## src/rtl/vga_timing_gen.sv

```systemverilog
// 640x480@60 raster timing: registered pixel counters plus blank/sync/frame strobes,
// each decoded from the next counter state so it lines up with the DrawX/DrawY it accompanies.
module vga_timing_gen #(
  parameter int unsigned H_VISIBLE  = 640,
  parameter int unsigned H_FP       = 16,
  parameter int unsigned H_SYNC     = 96,
  parameter int unsigned H_BP       = 48,
  parameter int unsigned V_VISIBLE  = 480,
  parameter int unsigned V_FP       = 10,
  parameter int unsigned V_SYNC     = 2,
  parameter int unsigned V_BP       = 33,
  parameter int unsigned SYNC_DELAY = 2
) (
  input  logic        vga_clk,
  input  logic        reset,
  output logic [9:0]  DrawX,
  output logic [9:0]  DrawY,
  output logic        blank,
  output logic        hs,
  output logic        vs,
  output logic        hs_d,
  output logic        vs_d,
  output logic        line_start,
  output logic        frame_start,
  output logic [15:0] frame_count
);

  localparam int unsigned H_TOTAL = H_VISIBLE + H_FP + H_SYNC + H_BP;
  localparam int unsigned V_TOTAL = V_VISIBLE + V_FP + V_SYNC + V_BP;

  localparam logic [9:0] L_H_LAST = 10'(H_TOTAL - 1);
  localparam logic [9:0] L_H_VIS  = 10'(H_VISIBLE);
  localparam logic [9:0] L_HS_BEG = 10'(H_VISIBLE + H_FP);
  localparam logic [9:0] L_HS_END = 10'(H_VISIBLE + H_FP + H_SYNC - 1);
  localparam logic [9:0] L_V_LAST = 10'(V_TOTAL - 1);
  localparam logic [9:0] L_V_VIS  = 10'(V_VISIBLE);
  localparam logic [9:0] L_VS_BEG = 10'(V_VISIBLE + V_FP);
  localparam logic [9:0] L_VS_END = 10'(V_VISIBLE + V_FP + V_SYNC - 1);

  logic [9:0]  r_hc;
  logic [9:0]  r_vc;
  logic        r_blank;
  logic        r_hs;
  logic        r_vs;
  logic        r_line_start;
  logic        r_frame_start;
  logic        r_started;
  logic [15:0] r_frame_count;

  logic [9:0]  w_hc_nxt;
  logic [9:0]  w_vc_nxt;
  logic        w_frame_wrap;

  always_comb begin
    w_hc_nxt     = r_hc + 10'd1;
    w_vc_nxt     = r_vc;
    w_frame_wrap = (r_hc == L_H_LAST) && (r_vc == L_V_LAST);
    if (r_hc == L_H_LAST) begin
      w_hc_nxt = '0;
      w_vc_nxt = (r_vc == L_V_LAST) ? '0 : r_vc + 10'd1;
    end
  end

  // The reset pre-roll parks the counters on the last pixel so the first free-running
  // edge lands on (0,0); r_started keeps that first wrap from counting as a frame.
  always_ff @(posedge vga_clk) begin
    if (reset) begin
      r_hc          <= L_H_LAST;
      r_vc          <= L_V_LAST;
      r_blank       <= 1'b0;
      r_hs          <= 1'b1;
      r_vs          <= 1'b1;
      r_line_start  <= 1'b0;
      r_frame_start <= 1'b0;
      r_started     <= 1'b0;
      r_frame_count <= '0;
    end else begin
      r_hc          <= w_hc_nxt;
      r_vc          <= w_vc_nxt;
      r_blank       <= (w_hc_nxt < L_H_VIS) && (w_vc_nxt < L_V_VIS);
      r_hs          <= !((w_hc_nxt >= L_HS_BEG) && (w_hc_nxt <= L_HS_END));
      r_vs          <= !((w_vc_nxt >= L_VS_BEG) && (w_vc_nxt <= L_VS_END));
      r_line_start  <= (w_hc_nxt == '0);
      r_frame_start <= (w_hc_nxt == '0) && (w_vc_nxt == '0);
      r_started     <= 1'b1;
      if (w_frame_wrap && r_started) begin
        r_frame_count <= r_frame_count + 16'd1;
      end
    end
  end

  generate
    if (SYNC_DELAY == 0) begin : g_no_delay
      assign hs_d = r_hs;
      assign vs_d = r_vs;
    end else begin : g_delay
      logic [SYNC_DELAY-1:0] r_hs_pipe;
      logic [SYNC_DELAY-1:0] r_vs_pipe;

      always_ff @(posedge vga_clk) begin
        if (reset) begin
          r_hs_pipe <= '1;
          r_vs_pipe <= '1;
        end else begin
          r_hs_pipe[0] <= r_hs;
          r_vs_pipe[0] <= r_vs;
          for (int i = 1; i < SYNC_DELAY; i++) begin
            r_hs_pipe[i] <= r_hs_pipe[i-1];
            r_vs_pipe[i] <= r_vs_pipe[i-1];
          end
        end
      end

      assign hs_d = r_hs_pipe[SYNC_DELAY-1];
      assign vs_d = r_vs_pipe[SYNC_DELAY-1];
    end
  endgenerate

  assign DrawX       = r_hc;
  assign DrawY       = r_vc;
  assign blank       = r_blank;
  assign hs          = r_hs;
  assign vs          = r_vs;
  assign line_start  = r_line_start;
  assign frame_start = r_frame_start;
  assign frame_count = r_frame_count;

endmodule

```

## config.mk

```make
export PLATFORM = sky130hd
export DESIGN_NAME = vga_timing_gen
export DESIGN_NICKNAME = d
export VERILOG_FILES = /design/src/rtl/vga_timing_gen.sv
export SDC_FILE = /design/constraint.sdc
export NUM_CORES = 1
export LEC_CHECK = 0
export ABC_CLOCK_PERIOD_IN_PS = 2500
export CORE_MARGIN = 4
export CORE_UTILIZATION = 55
export CTS_CLUSTER_DIAMETER = 120
export DETAILED_ROUTE_END_ITERATION = 7
export DONT_BUFFER_PORTS = 1
export PLACE_DENSITY = 0.73
export SLEW_MARGIN = 15
export SYNTH_ARGS = -nofsm -noshare
export SYNTH_HDL_FRONTEND = slang
export SYNTH_SLANG_ARGS = --single-unit
```

## constraint.sdc

```tcl
create_clock -name vga_clk -period 2.5 [get_ports vga_clk]
set_clock_uncertainty 0.2 [all_clocks]
set_input_delay 0.125 -clock vga_clk [delete_from_list [all_inputs] [get_ports vga_clk]]
set_output_delay 0.125 -clock vga_clk [all_outputs]
set_load 0.005 [all_outputs]
```

==> results.yml <==
hold_path:
  worstHoldPathType: "reg2reg"
  hp-start: "g_delay.r_hs_pipe[0]"
  hold_end: "g_delay.r_hs_pipe[1]"
  hold_depth: 1
layout:
  ff_latch_area_sq_um: 921
  multi_input_comb_area_sq_um: 1500
  final_cell_mix: "dfxtp_1 (46), buf_4 (29), nor2_1 (21)"
  nFillCells: 364
  utilization_pct: 63.8
  fin_nets: 324
  final_common_cell: "dfxtp_1"
  area_growth_pct: 9.87
  drive_gt1_share_pct: 18.2
  antenna_cells: 0
pwr:
  p_sw_mw: 1.24
  p_clk_share_pct: 15.2
  leakagePower_nw: 1.08
  power_frac_seq_pct: 31.7
  intPower_mw: 1.68
  powerDensity_nw_per_um2: 1020
  p_comb_share_pct: 53.1
  switching_share_pct: 42.5
  peakVddDrop_mv: 0.476
timing:
  relSlewSlack_pct: 69.0
  rsz0062_at_grt: "no"
  finalCritPeriodShare_pct: 94.3
  min_period_ns: 2.36
  hold_violations: 0
  fmax_ghz: 0.424
  final_max_slew_viol_count: 0
  finalWorstSetupSlack_ns: 0.141
  hold_ws_ns: 0.216
  tns_ns: 0
  finalSetupViolCount: 0
  tightest_slew_ns: 0.464
critical_path:
  r2r-end: "vs"
  ff2ff_path_depth: 5
  endpoint_kind: "flop"
  crit_path_max_fanout: 8
  rr_startpoint: "DrawY[0]"
  r2r_setup_slack_ns: 0.14
  path_class: "reg2reg"
  arrival_ns: 2.33
  cp-start-kind: "flop"
  cp.required_ns: 2.47
floorplan:
  initial_core_util_pct: 58.1
  std_cell_rows: 24
  die_w_um: 76.8
  core_area_sq_um: 4470
  fp.dieH_um: 76.8
  num_io_pins: 45
  die-area_sq_um: 5890
global_route:
  antenna_found_initial: 0
  grt_pass1_vias: 2301
  grt.total_usage_pct: 21.7
  grt_pass1_wl_um: 10700
  grt_overflow: 0
  grt_max_degree: 35
clocking:
  cts_buffer_depth: 2
  cts_tree: "done"
  clkSinkCount: 46
  cts_buffers: 5
  clkLatencyLatePin_ns: 0.30
  clkTransAtPathRegs_ns: 0.09
  htree_levels: 2
  cts-root-buf: "clkbuf_8"
outcome:
  status: "finished clean"
synth:
  synth_edf_count: 0
  yosysWarnings: 0
  synth_area_sq_um: 2600
  avgSynthCellArea_sq_um: 8.52
  ys_seq_area_share_pct: 35.4
  synth_top_flop_cell: "dfxtp_1"
  syn_nets: 312
  syn_inst: 305
  async_flop_share_pct: 0
  ys_types: 61
  synth.ff_latch_count: 46
placement:
  place_congestion: 0.895
  place_worst_setup_slack_ns: 0.113
  dpl.hpwl_um: 4470
  portBuffers: 0
drt:
  wl_per_cell_um: 16.7
  top_layer: "met4"
  drt_iter0_markers: 206
  wl_met3_um: 504
  routed_wl_um: 6160
  vias: 2319
  drc: 0
  viasPerCell: 6.27
  antenna_left: 0
  route.met2.wl_um: 2890
  drt_first_pass_iters: 4
  wl_met1_um: 2660
job:
  timing.max_cap.violations: 0
[sequential cells by signal, summed over array words and instances (netlist names), 2 cells and up]
register	flops
DrawX	10
DrawY	10
frame_count	16
g_delay.r_hs_pipe	2
g_delay.r_vs_pipe	2
[what timing repair did]
action | in CTS | in global routing
buffers inserted | 0 | 2
hold endpoints to repair | 42 | 0
setup endpoints to repair | 0 | 6
hold buffers | 2 | 0
resized for setup | 0 | 1
[cells by family (layout without fill, tap and decap cells)]
group,count (synthesis),count (layout),synth area share [%]
AOI/OAI and AO/OA,63,63,17.2
xor gates and xnor gates,18,18,6.06
adders and majority gates,5,5,2.41
buffers and inverters,36,49,6.98
DFF,46,46,35.4
muxes,2,2,0.818
and+or+nand+nor,135,135,31.1
[critical path, stage by stage (launching register included)]
cell and delay (ns):
dfxtp_1 0.39, ha_1 0.24, or4b_2 0.67, o21a_1 0.19
a311oi_1 0.37, o2111ai_1 0.16
[area by class of cell]
cell class,instances,area share [%]
clock buffer,6,2.54
timing repair buffer,31,8.67
tap,52,2.28
clock inverter,2,0.482
inverter,10,1.31
multi-input combinational,223,52.5
sequential,46,32.2
[power by group through the flow]
stage / registers [mW] / clock network [mW] / logic, mW
2_1_floorplan: 0.928 / 0 / 1.10
3_3_place_gp: 0.939 / 0 / 1.42
3_5_place_dp: 0.945 / 0 / 1.45
4_1_cts: 0.927 / 0.456 / 1.47
5_1_grt: 0.940 / 0.489 / 1.70
6_report: 0.928 / 0.443 / 1.55
[metrics by stage]
step                      power (mW)  cell area, sq um  cells
after floorplan                 2.02              2600    305
after global routing            3.12              2860    370
after global placement          2.36              2720    358
after detailed placement        2.39              2720    358
final                           2.92              2860    370
after CTS                       2.85              2840    368
[how the worst max path moves through the flow]
stage	from	to	slack (ns)
5_1_grt	DrawX[0]	frame_count[14]	0.04
6_report	DrawY[0]	vs	0.14
3_5_place_dp	DrawY[0]	frame_count[5]	0.11
3_3_place_gp	DrawY[0]	vs	0.15
2_1_floorplan	DrawY[0]	vs	0.18
4_1_cts	DrawY[0]	frame_count[5]	0.09
[cell usage after synthesis (3+ instances only)]
cell type  count  area share [%]
and3_1        10             2.4
nor4_1         5             1.2
nand4_1       10             2.4
nor3_1        10             1.9
o41ai_1        6             2.0
dfxtp_1       46              35
o21a_1         6             1.7
and4_1         4             1.3
clkbuf_1      11             1.6
and2_1         3            0.72
xor2_1         4             1.3
o311ai_0       3             1.0
nand2_1       20             2.9
o211ai_1       3            0.87
buf_2          7             1.3
inv_1         10             1.4
a21oi_1       13             2.5
ha_1           5             2.4
buf_6          3             1.3
or2_2          9             2.2
o21ai_0       11             2.1
nor2_1        21             3.0
xnor2_1       14             4.7
buf_4          4             1.2
nand3_1       17             3.3
[routing by layer]
layer | track usage [%] | up-vias
met5 | 0 | -
met1 | 27.1 | 1107
met2 | 34.9 | 64
met3 | 7.03 | 13
met4 | 7.61 | 0
li1 | - | 1135
Power figures use the tool's default switching activity.
